<file path="src/rtl/svst_slot_pkg.sv">
// Shared types and constants for the multi-slot save-state controller.
// Holds the FSM/op enums and the SAVE_STATE address map used by clients.
package svst_slot_pkg;

    typedef enum logic [2:0] {
        IDLE,
        WAIT_ALIGN,
        XFER,
        DRAIN,
        DONE
    } state_e;

    typedef enum logic {
        OP_SAVE,
        OP_LOAD
    } op_e;

    localparam int SAVE_STATE_ADDR_BITS = 12;
    localparam int SAVE_STATE_LAST_ADDR = 2100;
    localparam int SAVE_STATE_DATA_W    = 16;

    // Cycles between an issued address and its write-side strobe.
    function automatic int unsigned op_depth(op_e op, int unsigned mem_lat);
        return (op == OP_SAVE) ? 1 : mem_lat;
    endfunction

endpackage

</file>
<file path="src/rtl/save_state_slot_ctrl_if.sv">
// State-bus and backing-memory signals of the save-state controller.
// master: controller side; slave: router/memory side.
interface save_state_slot_ctrl_if
    import svst_slot_pkg::*;
#(
    parameter int ADDR_BITS = SAVE_STATE_ADDR_BITS,
    parameter int DATA_W    = SAVE_STATE_DATA_W,
    parameter int SLOT_BITS = 2
);
    logic                          state_read_en;
    logic                          state_write_en;
    logic [ADDR_BITS-1:0]          state_addr;
    logic [DATA_W-1:0]             state_write_data;
    logic [DATA_W-1:0]             state_read_data;
    logic                          mem_read_en;
    logic                          mem_write_en;
    logic [SLOT_BITS+ADDR_BITS-1:0] mem_addr;
    logic [DATA_W-1:0]             mem_write_data;
    logic [DATA_W-1:0]             mem_read_data;

    modport master (
        output state_read_en, state_write_en, state_addr, state_write_data,
        output mem_read_en, mem_write_en, mem_addr, mem_write_data,
        input  state_read_data, mem_read_data
    );

    modport slave (
        input  state_read_en, state_write_en, state_addr, state_write_data,
        input  mem_read_en, mem_write_en, mem_addr, mem_write_data,
        output state_read_data, mem_read_data
    );

endinterface

</file>
<file path="src/rtl/svst_delay_pipe.sv">
// Shift pipe carrying {valid, addr} with a runtime-selected output tap.
// Ports: clk, rst, valid_i/addr_i in, tap_i (1..DEPTH), valid_o/addr_o out.
module svst_delay_pipe #(
    parameter int DEPTH = 1,
    parameter int AW    = 12,
    localparam int TAP_W = $clog2(DEPTH + 1)
) (
    input  logic             clk,
    input  logic             rst,
    input  logic             valid_i,
    input  logic [AW-1:0]    addr_i,
    input  logic [TAP_W-1:0] tap_i,
    output logic             valid_o,
    output logic [AW-1:0]    addr_o
);

    // Bit AW of each entry is the valid flag.
    logic [AW:0] pipe_q [DEPTH];
    logic [AW:0] pipe_d [DEPTH];
    logic [AW:0] sel;

    always_comb begin
        pipe_d[0] = {valid_i, addr_i};
        for (int i = 1; i < DEPTH; i++) begin
            pipe_d[i] = pipe_q[i-1];
        end
    end

    always_ff @(posedge clk) begin
        if (rst) begin
            for (int i = 0; i < DEPTH; i++) begin
                pipe_q[i] <= '0;
            end
        end else begin
            for (int i = 0; i < DEPTH; i++) begin
                pipe_q[i] <= pipe_d[i];
            end
        end
    end

    // Tap n returns the entry issued n cycles ago.
    always_comb begin
        sel = '0;
        for (int i = 0; i < DEPTH; i++) begin
            if (tap_i == TAP_W'(i + 1)) begin
                sel = pipe_q[i];
            end
        end
    end

    assign valid_o = sel[AW];
    assign addr_o  = sel[AW-1:0];

endmodule

</file>
<file path="src/rtl/save_state_slot_ctrl.sv">
// Multi-slot save-state controller: waits for alignment, stalls the system
// and streams all state words between the state bus and a slotted memory.
// Ports: clock/reset, begin_save/begin_load/slot requests, align, stall,
// busy, done, error, slot_valid status, bus (state + memory, master side).
module save_state_slot_ctrl
    import svst_slot_pkg::*;
#(
    parameter int ADDR_BITS = SAVE_STATE_ADDR_BITS,
    parameter int LAST_ADDR = SAVE_STATE_LAST_ADDR,
    parameter int DATA_W    = SAVE_STATE_DATA_W,
    parameter int NUM_SLOTS = 4,
    parameter int MEM_LAT   = 1,
    localparam int SLOT_BITS = $clog2(NUM_SLOTS)
) (
    input  logic                 clock,
    input  logic                 reset,
    input  logic                 begin_save,
    input  logic                 begin_load,
    input  logic [SLOT_BITS-1:0] slot,
    input  logic                 align,
    output logic                 stall,
    output logic                 busy,
    output logic                 done,
    output logic                 error,
    output logic [NUM_SLOTS-1:0] slot_valid,
    save_state_slot_ctrl_if.master bus
);

    localparam int TAP_W = $clog2(MEM_LAT + 1);

    state_e               state_q;
    op_e                  op_q;
    logic [SLOT_BITS-1:0] slot_q;
    logic [ADDR_BITS-1:0] cnt_q;
    logic [TAP_W-1:0]     drain_q;
    logic                 iss_q;
    logic                 stall_q;
    logic                 busy_q;
    logic                 done_q;
    logic                 error_q;
    logic [NUM_SLOTS-1:0] valid_q;

    logic [TAP_W-1:0]     tap;
    logic                 wr_v;
    logic [ADDR_BITS-1:0] wr_a;
    logic                 is_save;
    logic                 rd_save;
    logic                 rd_load;
    logic                 wr_save;
    logic                 wr_load;

    assign tap = TAP_W'(op_depth(op_q, MEM_LAT));

    always_ff @(posedge clock) begin
        if (reset) begin
            state_q <= IDLE;
            op_q    <= OP_SAVE;
            slot_q  <= '0;
            cnt_q   <= '0;
            drain_q <= '0;
            iss_q   <= 1'b0;
            stall_q <= 1'b0;
            busy_q  <= 1'b0;
            done_q  <= 1'b0;
            error_q <= 1'b0;
            valid_q <= '0;
        end else begin
            done_q  <= 1'b0;
            error_q <= 1'b0;
            unique case (state_q)
                IDLE: begin
                    if (begin_save) begin
                        op_q    <= OP_SAVE;
                        slot_q  <= slot;
                        busy_q  <= 1'b1;
                        state_q <= WAIT_ALIGN;
                    end else if (begin_load) begin
                        if (valid_q[slot]) begin
                            op_q    <= OP_LOAD;
                            slot_q  <= slot;
                            busy_q  <= 1'b1;
                            state_q <= WAIT_ALIGN;
                        end else begin
                            error_q <= 1'b1;
                        end
                    end
                end
                WAIT_ALIGN: begin
                    if (align) begin
                        state_q <= XFER;
                        stall_q <= 1'b1;
                        iss_q   <= 1'b1;
                        cnt_q   <= '0;
                        // An overwritten image is invalid until it completes.
                        if (op_q == OP_SAVE) begin
                            valid_q[slot_q] <= 1'b0;
                        end
                    end
                end
                XFER: begin
                    if (cnt_q == ADDR_BITS'(LAST_ADDR)) begin
                        iss_q   <= 1'b0;
                        drain_q <= tap - TAP_W'(1);
                        state_q <= DRAIN;
                    end else begin
                        cnt_q <= cnt_q + 1'b1;
                    end
                end
                DRAIN: begin
                    if (drain_q == '0) begin
                        state_q <= DONE;
                        done_q  <= 1'b1;
                        if (op_q == OP_SAVE) begin
                            valid_q[slot_q] <= 1'b1;
                        end
                    end else begin
                        drain_q <= drain_q - 1'b1;
                    end
                end
                DONE: begin
                    state_q <= IDLE;
                    stall_q <= 1'b0;
                    busy_q  <= 1'b0;
                    cnt_q   <= '0;
                end
                default: state_q <= IDLE;
            endcase
        end
    end

    svst_delay_pipe #(
        .DEPTH (MEM_LAT),
        .AW    (ADDR_BITS)
    ) u_pipe (
        .clk     (clock),
        .rst     (reset),
        .valid_i (iss_q),
        .addr_i  (cnt_q),
        .tap_i   (tap),
        .valid_o (wr_v),
        .addr_o  (wr_a)
    );

    assign is_save = (op_q == OP_SAVE);
    assign rd_save = iss_q & is_save;
    assign rd_load = iss_q & ~is_save;
    assign wr_save = wr_v & is_save;
    assign wr_load = wr_v & ~is_save;

    assign bus.state_read_en  = rd_save;
    assign bus.mem_read_en    = rd_load;
    assign bus.mem_write_en   = wr_save;
    assign bus.state_write_en = wr_load;

    assign bus.state_addr = rd_save ? cnt_q :
                            wr_load ? wr_a  : '0;
    assign bus.mem_addr   = rd_load ? {slot_q, cnt_q} :
                            wr_save ? {slot_q, wr_a}  : '0;

    // Data is forwarded on the cycle it arrives, alongside the delayed strobe.
    assign bus.mem_write_data   = wr_save ? bus.state_read_data
                                          : {DATA_W{1'b0}};
    assign bus.state_write_data = wr_load ? bus.mem_read_data
                                          : {DATA_W{1'b0}};

    assign stall      = stall_q;
    assign busy       = busy_q;
    assign done       = done_q;
    assign error      = error_q;
    assign slot_valid = valid_q;

endmodule

</file>
<file path="src/flat_wrapper.sv">
// flat-port wrapper written by rule: the top's interface ports become plain ports
module save_state_slot_ctrl_flat import svst_slot_pkg::*;
#(
    parameter int ADDR_BITS = SAVE_STATE_ADDR_BITS,
    parameter int LAST_ADDR = SAVE_STATE_LAST_ADDR,
    parameter int DATA_W    = SAVE_STATE_DATA_W,
    parameter int NUM_SLOTS = 4,
    parameter int MEM_LAT   = 1,
    localparam int SLOT_BITS = $clog2(NUM_SLOTS)
)
  (clock, reset, begin_save, begin_load, slot, align, stall, busy, done, error, slot_valid, bus_state_read_en, bus_state_write_en, bus_state_addr, bus_state_write_data, bus_mem_read_en, bus_mem_write_en, bus_mem_addr, bus_mem_write_data, bus_state_read_data, bus_mem_read_data);
  save_state_slot_ctrl_if #(.ADDR_BITS(ADDR_BITS), .DATA_W(DATA_W), .SLOT_BITS((2))) bus_i ();
  input  logic clock;
  input  logic reset;
  input  logic begin_save;
  input  logic begin_load;
  input  logic [SLOT_BITS-1:0] slot;
  input  logic align;
  output logic stall;
  output logic busy;
  output logic done;
  output logic error;
  output logic [NUM_SLOTS-1:0] slot_valid;
  output wire logic [$bits(bus_i.state_read_en)-1:0] bus_state_read_en;
  output wire logic [$bits(bus_i.state_write_en)-1:0] bus_state_write_en;
  output wire logic [$bits(bus_i.state_addr)-1:0] bus_state_addr;
  output wire logic [$bits(bus_i.state_write_data)-1:0] bus_state_write_data;
  output wire logic [$bits(bus_i.mem_read_en)-1:0] bus_mem_read_en;
  output wire logic [$bits(bus_i.mem_write_en)-1:0] bus_mem_write_en;
  output wire logic [$bits(bus_i.mem_addr)-1:0] bus_mem_addr;
  output wire logic [$bits(bus_i.mem_write_data)-1:0] bus_mem_write_data;
  input wire logic [$bits(bus_i.state_read_data)-1:0] bus_state_read_data;
  input wire logic [$bits(bus_i.mem_read_data)-1:0] bus_mem_read_data;
  assign bus_state_read_en = bus_i.state_read_en;
  assign bus_state_write_en = bus_i.state_write_en;
  assign bus_state_addr = bus_i.state_addr;
  assign bus_state_write_data = bus_i.state_write_data;
  assign bus_mem_read_en = bus_i.mem_read_en;
  assign bus_mem_write_en = bus_i.mem_write_en;
  assign bus_mem_addr = bus_i.mem_addr;
  assign bus_mem_write_data = bus_i.mem_write_data;
  assign bus_i.state_read_data = bus_state_read_data;
  assign bus_i.mem_read_data = bus_mem_read_data;
  save_state_slot_ctrl #(.ADDR_BITS(ADDR_BITS), .LAST_ADDR(LAST_ADDR), .DATA_W(DATA_W), .NUM_SLOTS(NUM_SLOTS), .MEM_LAT(MEM_LAT)) u_core (.clock(clock), .reset(reset), .begin_save(begin_save), .begin_load(begin_load), .slot(slot), .align(align), .stall(stall), .busy(busy), .done(done), .error(error), .slot_valid(slot_valid), .bus(bus_i));
endmodule
</file>
<file path="config.mk">
export PLATFORM = sky130hd
export DESIGN_NAME = save_state_slot_ctrl_flat
export DESIGN_NICKNAME = d
export VERILOG_FILES = /design/src/rtl/svst_slot_pkg.sv /design/src/rtl/save_state_slot_ctrl_if.sv /design/src/rtl/svst_delay_pipe.sv /design/src/rtl/save_state_slot_ctrl.sv /design/src/flat_wrapper.sv
export SDC_FILE = /design/constraint.sdc
export NUM_CORES = 1
export LEC_CHECK = 0
export ABC_AREA = 1
export BUFFER_PORTS_ARGS = -buffer_cell sky130_fd_sc_hd__buf_2
export CAP_MARGIN = 10
export CORE_UTILIZATION = 47
export DETAILED_ROUTE_END_ITERATION = 12
export GPL_TIMING_DRIVEN = 0
export MAX_ROUTING_LAYER = met4
export PLACE_DENSITY_LB_ADDON = 0.25
export SYNTH_ARGS = -nofsm -noshare
export SYNTH_HDL_FRONTEND = slang
export SYNTH_SLANG_ARGS = --single-unit
</file>
<file path="constraint.sdc">
create_clock -name clock -period 1.9 [get_ports clock]
set_input_delay 0.38 -clock clock [delete_from_list [all_inputs] [get_ports clock]]
set_output_delay 0.38 -clock clock [all_outputs]
set_load 0.02 [all_outputs]
</file>
==> out/qor.csv, run 1 <==
metric,value,unit
path_class,reg2out,
synth-simple-area-share,36.98,%
clkSinkCount,40,
wl_per_cell,11.94,um
initial_core_util,49.79,%
period_minus_slack,1.873,ns
cts_tree,built,
crit_path_start_kind,register,
post-route-drc-count,0,
final_common_cell,buf_2,
skew,0.007654,ns
endpoint_kind,primary output,
drive_above_1_share,30.34,%
overflow,0,
arrival,1.49,ns
tns,0,ns
drtIter0Drc,166,
area_growth,30.99,%
hold_slack,0.3301,ns
cts-htree-levels,2,
yosysTopAreaCell,dfxtp_1,
layout_common_cells,"buf_2 (108), nor2_1 (84), inv_1 (74), nand2_1 (65), dfxtp_1 (40)",
die_h,73.44,um
setup_viol,0,
synth_xor_area_share,0,%
drv_cap,0,
ys_ff_latch,40,
tightest_slew,0.6915,ns
fp.dieW,73.44,um
layout.nets,541,
core-area,4817,um2
dp_hpwl,5328,um
hold_class,in2reg,
ys_warn_count,0,
power,2.283,mW
clk_pin_slew,0.08,ns
avgViaCountPerCell,4.794,
cts_buffers,5,
grt_usage,25.46,%
yosys.area.top_type_share,33.39,%
root_buffer,clkbuf_8,
detail-route-antenna-nets,0,
syn_nets,427,
dr.pass1.iters,5,
synth_area_leaders,"dfxtp_1 (33%), nor2_1 (13%), inv_1 (12%)",
crit_fanout,10,
finalHoldViolations,0,
synth_cell_type_count,28,
synth_mux_area_share,0,%
status,completed,
insertion_delay,0.29,ns
grt_pass1_vias,2362,
utilization,65.22,%
gp_congestion,0.8697,
worst_ep_required_time,1.52,ns
grt_max_degree,13,
antenna_found_initial,0,
io_pins,109,
synthAdderAreaFrac,1.043,%
rows,25,
cts_max_path_buffers,2,
hold_buffers,0,
portBuffers,107,
syn_area,2399,um2
p_leak,1.699,nW
finalMaxSlewViolations,0,
syn_inst,386,
fmax,533.9,MHz
vdd_drop_max,0.0005510,V
design.die.area,5393,um2
relSlewSlack,53.90,%
grt_pass1_wl,10360,um
seq_area_frac_synth,33.39,%
cellPowerDensity,726.7,nW/um2
synth_top_family_by_area,simple AND/OR/NAND/NOR gates,
synth.avg_cell_area,6.214,um2
vias,2723,
fin_crit_sh,98.59,%
wl,6783,um
antenna_cells,0,
synth_compound_gate_area_share,13.15,%
worst max-delay path, cell delays in order, from the launching register on:
cell and delay (ns):
dfxtp_1 0.33, inv_1 0.06, nor2_1 0.15, inv_1 0.10, buf_2 0.20, o22ai_1 0.18, buf_4 0.18
power by group:
group / total, mW / switching, mW / leakage (nW) / internal (mW)
combinational: 0.737 / 0.481 / 1.32 / 0.256
sequential: 0.973 / 0.0624 / 0.324 / 0.911
clock: 0.573 / 0.284 / 0.0510 / 0.290
final timing paths:
path                         from                 to  slack, ns  cells past startpoint
setup / recovery     u_core.iss_q  bus_state_addr[6]       0.03                      6
hold / removal         begin_load       u_core.error       0.33                      3
setup reg to reg  u_core.cnt_q[0]    u_core.cnt_q[4]       0.22                      9
hold reg to reg       u_core.busy        u_core.busy       0.45                      2
layer usage:
metal / part of all wire, % / wire length, um / global-route usage, %
met5: 0 / 0 / -
met4: 1.3 / 85 / 8.120
met3: 7.1 / 482 / 5.350
met2: 47 / 3212 / 43.31
met1: 44 / 3002 / 30.04
cells by family (layout without fill, tap and decap cells):
logic type      after synthesis  after routing
flops                        40             40
simple gates                200            200
fa+ha+maj                     2              2
compound gates               51             51
buf+inv                      93            208
Yosys cell counts:
| cell type | n |
|---|---|
| nand4_1 | 2 |
| a21oi_1 | 11 |
| clkinv_1 | 1 |
| nor3b_1 | 1 |
| nand3_2 | 1 |
| nor2_1 | 84 |
| o31ai_1 | 2 |
| o211ai_1 | 1 |
| nand3_4 | 1 |
| buf_1 | 1 |
| inv_2 | 3 |
| buf_12 | 1 |
| ha_1 | 2 |
| nor2_4 | 3 |
| a21oi_2 | 6 |
| inv_1 | 74 |
| nand2_1 | 65 |
| clkbuf_1 | 11 |
| buf_4 | 1 |
| nor3_1 | 5 |
| o22ai_1 | 24 |
| nand3_1 | 26 |
| clkinv_2 | 1 |
| o21ai_0 | 7 |
| nand2_4 | 3 |
| nand3b_1 | 1 |
| nand2_2 | 8 |
| dfxtp_1 | 40 |
flip-flops by register name (all words and copies together), names as in the netlist, named ones only:
name	cells
u_core.stall	1
u_core.slot_q	2
u_core.iss_q	1
u_core.cnt_q	12
u_core.busy	1
u_core.u_pipe.pipe_q	13
u_core.op_q	1
u_core.error	1
u_core.state_q	3
u_core.done	1
cell type report:
class / count / area [um2]
Timing Repair Buffer: 107 / 545.5
Tap cell: 67 / 83.83
Inverter: 79 / 297.8
Clock buffer: 6 / 82.58
Multi-Input combinational cell: 253 / 1240
Clock inverter: 2 / 10.01
Buffer: 14 / 81.33
Sequential cell: 40 / 800.8
Fill cell: 464 / 1675
per-stage QoR:
step / worst slack (ns) / cell area (um2) / cells
after floorplan: 0.1668 / 2399 / 386
after global placement: 0.1770 / 3018 / 560
after detailed placement: 0.1727 / 3018 / 560
after CTS: 0.003219 / 3118 / 568
after global routing: -0.001643 / 3142 / 568
final: 0.02686 / 3142 / 568
timing repair:
action,4_1_cts,5_1_grt
setup buffers,0,0
resized for setup,6,12
setup endpoints to repair,33,24
hold endpoints to repair,0,0
Power figures use the tool's default switching activity.
==> inputs of run 2 (changes only) <==
CORE_UTILIZATION = 49   (was 47)
CTS_BUF_LIST = sky130_fd_sc_hd__clkbuf_4   (was not set)
==> run 2 against run 1 <==
Critical path type unchanged. Clock-buffer cell count fell by 1. Cell count grew 0.18%. Via count increased by 1.1%. Clock skew barely moved. Wire length shrank 0.88%. Register-to-register slack is essentially flat. Die area fell by 4.0%. Utilization rose by 2.4 points. First-iteration DRC count fell by 15%.
==> out/qor.csv, run 2 (synthesized netlist as in run 1, its figures left out) <==
metric,value,unit,change
status,completed,,unchanged
insertion_delay,0.35,ns,was 0.29 ns
startpoint,u_core.iss_q,,unchanged
drive_above_1_share,32.07,%,was 30.34%
hold_class,in2reg,,unchanged
design.die.area,5179,um2,was 5393 um2
relSlewSlack,52.91,%,was 53.90%
r2r_start,u_core.cnt_q[1],,was u_core.cnt_q[0]
setup_viol,0,,unchanged
vdd_drop_max,0.0005202,V,was 0.0005510 V
p_leak,1.706,nW,was 1.699 nW
r2r_cells,9,,unchanged
clk_pin_slew,0.13,ns,was 0.08 ns
root_buffer,clkbuf_4,,was clkbuf_8
overflow,0,,unchanged
finalInstanceArea,3193,um2,was 3142 um2
final_common_cell,buf_2,,unchanged
utilization,67.60,%,was 65.22%
dp_hpwl,5243,um,was 5328 um
core-area,4723,um2,was 4817 um2
r2r_slack,0.21,ns,was 0.22 ns
power,2.294,mW,was 2.283 mW
antenna_found_initial,0,,unchanged
antenna_cells,0,,unchanged
fin_crit_sh,97.94,%,was 98.59%
grt_pass1_vias,2362,,unchanged
cts_max_path_buffers,2,,unchanged
tightest_slew,0.7063,ns,was 0.6915 ns
die_h,71.97,um,was 73.44 um
top_register,u_core.u_pipe.pipe_q,,unchanged
area_growth,33.12,%,was 30.99%
layout_common_cells,"buf_2 (97), nor2_1 (83), inv_1 (73), nand2_1 (63), dfxtp_1 (38)",,"was buf_2 (108), nor2_1 (84), inv_1 (74), nand2_1 (65), dfxtp_1 (40)"
crit_fanout,10,,unchanged
detail-route-antenna-nets,0,,unchanged
cts_tree,built,,unchanged
grt_usage,26.42,%,was 25.46%
crit_path_start_kind,register,,unchanged
cellPowerDensity,718.6,nW/um2,was 726.7 nW/um2
layout.nets,542,,was 541
largest_reg_flops,13,,unchanged
clkSinkCount,40,,unchanged
drtIter0Drc,141,,was 166
fillers,448,,was 464
wl,6723,um,was 6783 um
gp_congestion,0.9215,,was 0.8697
endpoint_kind,primary output,,unchanged
portBuffers,107,,unchanged
fmax,537.4,MHz,was 533.9 MHz
post-route-drc-count,0,,unchanged
endpoint,bus_state_addr[6],,unchanged
cts-htree-levels,2,,unchanged
skew,0.007749,ns,was 0.007654 ns
r2r-end,u_core.cnt_q[4],,unchanged
finalMaxSlewViolations,0,,unchanged
worst_ep_required_time,1.52,ns,about the same
path_class,reg2out,,unchanged
hold_buffers,0,,unchanged
grt_pass1_wl,10480,um,was 10360 um
reg_top3,"u_core.u_pipe.pipe_q: 13 flops, u_core.cnt_q: 12 flops, u_core.state_q: 3 flops",,unchanged
hp-start,begin_load,,unchanged
initial_core_util,50.78,%,was 49.79%
rows,25,,unchanged
avgViaCountPerCell,4.838,,was 4.794
vias,2753,,was 2723
grt_max_degree,14,,was 13
placed_area,3018,um2,unchanged
drv_cap,0,,unchanged
cts_buffers,5,,unchanged
dr.pass1.iters,4,,was 5
period_minus_slack,1.861,ns,was 1.873 ns
wl_per_cell,11.82,um,was 11.94 um
fp.dieW,71.97,um,was 73.44 um
io_pins,109,,unchanged
finalHoldViolations,0,,unchanged
arrival,1.48,ns,was 1.49 ns
==> run 2: cell types whose count changed in the layout (fill, tap and decap cells not counted), sizes merged <==
cell      delta
clkinvlp     +1
clkinv       -1
buf          +2
clkbuf       -2
bufinv       +1
==> run 2: final cells by class <==
class / count / area, um2 / share of cell area, %
Tap cell: 67 / 83.83 / 2.625
Timing Repair Buffer: 108 / 574.3 / 17.99
Clock buffer: 5 / 37.54 / 1.176
Multi-Input combinational cell: 253 / 1254 / 39.26
Inverter: 79 / 297.8 / 9.326
Clock inverter: 3 / 42.54 / 1.332
Sequential cell: 40 / 805.8 / 25.24
Buffer: 14 / 97.59 / 3.056
==> run 2: per-layer routing <==
metal | global-route usage [%] | routed length [um] | up-vias
met1 | 30.90 | 2835 | 1214
met5 | - | 0 | -
met3 | 5.417 | 526 | 11
met2 | 45.39 | 3250 | 108
met4 | 8.715 | 110 | 0
li1 | - | - | 1420
==> run 2: where the power goes <==
part,internal [mW],total (mW),switching [mW]
logic,0.269,0.750,0.482
registers,0.913,0.977,0.0638
clock network,0.274,0.567,0.293
==> run 2: worst max-delay path: stages, from the launching register on <==
cell	delay [ns]
dfxtp_2	0.36
inv_1	0.06
nor2_2	0.14
inv_1	0.09
buf_4	0.18
o22ai_1	0.10
buf_2	0.19
==> run 2: timing repair <==
action                                  CTS  global route
endpoints found under the setup margin   52            45
pin swaps                                 0             1
gates cloned                              0             0
gates resized for setup                  16            27
setup buffers                             0             1
==> run 2: stage by stage <==
| step | setup TNS (ns) | worst slack (ns) | hold slack [ns] | instances |
|---|---|---|---|---|
| 3_3_place_gp | 0 | 0.1620 | 0.4318 | 560 |
| 6_report | 0 | 0.03914 | 0.2564 | 569 |
| 5_1_grt | -0.09827 | -0.01649 | 0.2447 | 569 |
| 2_1_floorplan | 0 | 0.1668 | 0.4341 | 386 |
| 3_5_place_dp | 0 | 0.1284 | 0.4437 | 560 |
| 4_1_cts | 0 | 0.0007864 | 0.2428 | 568 |
==> run 2: how the worst min path moves through the flow <==
stage / slack [ns] / depth (start not counted) / endpoint
final: 0.26 / 3 / u_core.error
after global routing: 0.24 / 3 / u_core.error
after CTS: 0.24 / 3 / u_core.error
after detailed placement: 0.44 / 2 / u_core.busy
after global placement: 0.43 / 2 / u_core.busy
after floorplan: 0.43 / 2 / u_core.u_pipe.pipe_q[0][12]
==> inputs of run 3 (changes only) <==
CORE_UTILIZATION = 52   (was 49)
clock period = 2.4 ns   (was 1.9 ns; I/O delays follow)
==> run 3 against run 2 <==
Via count is 0.73% higher. Cell count is 2.8% lower. Largest power group unchanged. Non-clock buffer count is 1 lower. Utilization is 2.7 points higher.
==> out/qor.csv, run 3 (synthesized netlist as in run 1, its figures left out) <==
metric,value,unit,change
slowest_stage,clkbuf_1,,was dfxtp_2
avgViaCountPerCell,5.014,,was 4.838
insertion_delay,0.36,ns,was 0.35 ns
cts_max_path_buffers,2,,unchanged
r2r_start,u_core.cnt_q[0],,was u_core.cnt_q[1]
finalHoldViolations,0,,unchanged
skew,0.01197,ns,was 0.007749 ns
dr.pass1.iters,5,,was 4
clkSinkCount,40,,unchanged
power,1.816,mW,was 2.294 mW
rsz0062_at_grt,false,,
period_minus_slack,2.242,ns,
tightest_slew,0.7410,ns,was 0.7063 ns
endpoint_kind,primary output,,unchanged
wl,6871,um,was 6723 um
layout_common_cells,"buf_2 (107), nor2_1 (84), inv_1 (74), nand2_1 (65), dfxtp_1 (40)",,"was buf_2 (97), nor2_1 (83), inv_1 (73), nand2_1 (63), dfxtp_1 (38)"
worst_ep_required_time,1.92,ns,was 1.52 ns
path_buf_inv,3,,was 4
wl_per_cell,12.42,um,was 11.82 um
startpoint,u_core.op_q,,was u_core.iss_q
post-route-drc-count,0,,unchanged
drv_cap,0,,unchanged
grt_max_degree,13,,was 14
antenna_cells,0,,unchanged
vdd_drop_max,0.0004246,V,was 0.0005202 V
vias,2773,,was 2753
layout.nets,541,,was 542
slowest_delay,0.41,ns,was 0.36 ns
antenna_found_initial,0,,unchanged
rows,24,,was 25
multi_input_area,1227,um2,was 1254 um2
path_class,reg2out,,unchanged
hp-start,begin_load,,unchanged
cts_setup_buffers,0,,unchanged
fin_crit_sh,93.43,%,
crit_fanout,10,,unchanged
fillers,385,,was 448
portBuffers,107,,unchanged
utilization,70.26,%,was 67.60%
fp.dieW,69.92,um,was 71.97 um
final-seq-area,800.8,um2,was 805.8 um2
design.die.area,4888,um2,was 5179 um2
drtIter0Drc,164,,was 141
detail-route-antenna-nets,0,,unchanged
dp_cells,545,,was 560
core-area,4384,um2,was 4723 um2
wl_met3,514,um,was 526 um
finalMaxSlewViolations,0,,unchanged
dp_hpwl,5169,um,was 5243 um
wl_met1,2958,um,was 2835 um
area_growth,28.43,%,was 33.12%
cp_top_family,buffers and inverters,,unchanged
largest_reg_flops,13,,unchanged
crit_chain,"inv_1, nand2_1, clkbuf_1, o22ai_1, buf_2",,"was inv_1, nor2_2, inv_1, buf_4, o22ai_1, buf_2"
drive_above_1_share,28.74,%,was 32.07%
grt_pass1_wl,11040,um,was 10480 um
status,completed,,unchanged
crit_path_start_kind,register,,unchanged
die_h,69.92,um,was 71.97 um
root_buffer,clkbuf_4,,unchanged
relSlewSlack,50.60,%,was 52.91%
reg_top3,"u_core.u_pipe.pipe_q: 13 flops, u_core.cnt_q: 12 flops, u_core.state_q: 3 flops",,unchanged
gp_congestion,0.9255,,was 0.9215
final_common_cell,buf_2,,unchanged
io_pins,109,,unchanged
grt_usage,28.58,%,was 26.42%
overflow,0,,unchanged
highest_layer,met4,,unchanged
cellPowerDensity,589.7,nW/um2,was 718.6 nW/um2
cts_tree,built,,unchanged
setup_viol,0,,unchanged
cts_buffers,5,,unchanged
instances_no_fill,553,,was 569
clk_pin_slew,0.12,ns,was 0.13 ns
p_leak,1.685,nW,was 1.706 nW
grt_pass1_vias,2458,,was 2362
initial_core_util,54.71,%,was 50.78%
tns,0,ns,unchanged
wl_met2,3290,um,was 3250 um
arrival,1.76,ns,was 1.48 ns
hold_class,in2reg,,unchanged
fmax,446.0,MHz,
cts-htree-levels,2,,unchanged
top_register,u_core.u_pipe.pipe_q,,unchanged
## run 3: per-stage QoR
step	setup WS [ns]	hold slack (ns)	cell area, um2
5_1_grt	0.07194	0.3519	3080
3_5_place_dp	0.5404	0.4410	2999
4_1_cts	0.1248	0.3412	3079
2_1_floorplan	0.5668	0.4341	2399
6_report	0.1577	0.3496	3080
3_3_place_gp	0.5695	0.4326	2999
## run 3: tightest hold or removal path: stages
cell	delay (ns)
buf_2	0.10
nand2_1	0.05
nor2_1	0.04
## run 3: worst paths after layout
| path | to | slack [ns] | cells after the start |
|---|---|---|---|
| worst min-delay path | u_core.error | 0.35 | 3 |
| worst min register to register | u_core.busy | 0.46 | 2 |
| worst max register to register | u_core.cnt_q[4] | 0.70 | 9 |
| worst max-delay path | bus_mem_addr[6] | 0.16 | 5 |
## run 3: where the power goes
| part | internal [mW] | switching (mW) | leakage, nW |
|---|---|---|---|
| clock | 0.230 | 0.231 | 0.0456 |
| combinational | 0.201 | 0.385 | 1.32 |
| sequential | 0.721 | 0.0491 | 0.324 |
## run 3: what timing repair did
action,CTS,global route
hold buffers,0,0
endpoints found under the setup margin,0,7
resized for setup,0,1
## run 3: layout make-up
cell class                      count  area share, %
Multi-Input combinational cell    253          39.85
Sequential cell                    40          26.00
Timing Repair Buffer              107          17.38
Inverter                           79          9.667
Buffer                             14          2.396
Tap cell                           52          2.112
Clock buffer                        6          1.462
Clock inverter                      2          1.137
## run 3: metal layers
layer / global-route usage [%] / vias to the layer above
li1: - / 1421
met1: 34.42 / 1230
met2: 46.37 / 110
met3: 6.638 / 12
met4: 11.11 / 0
met5: - / -
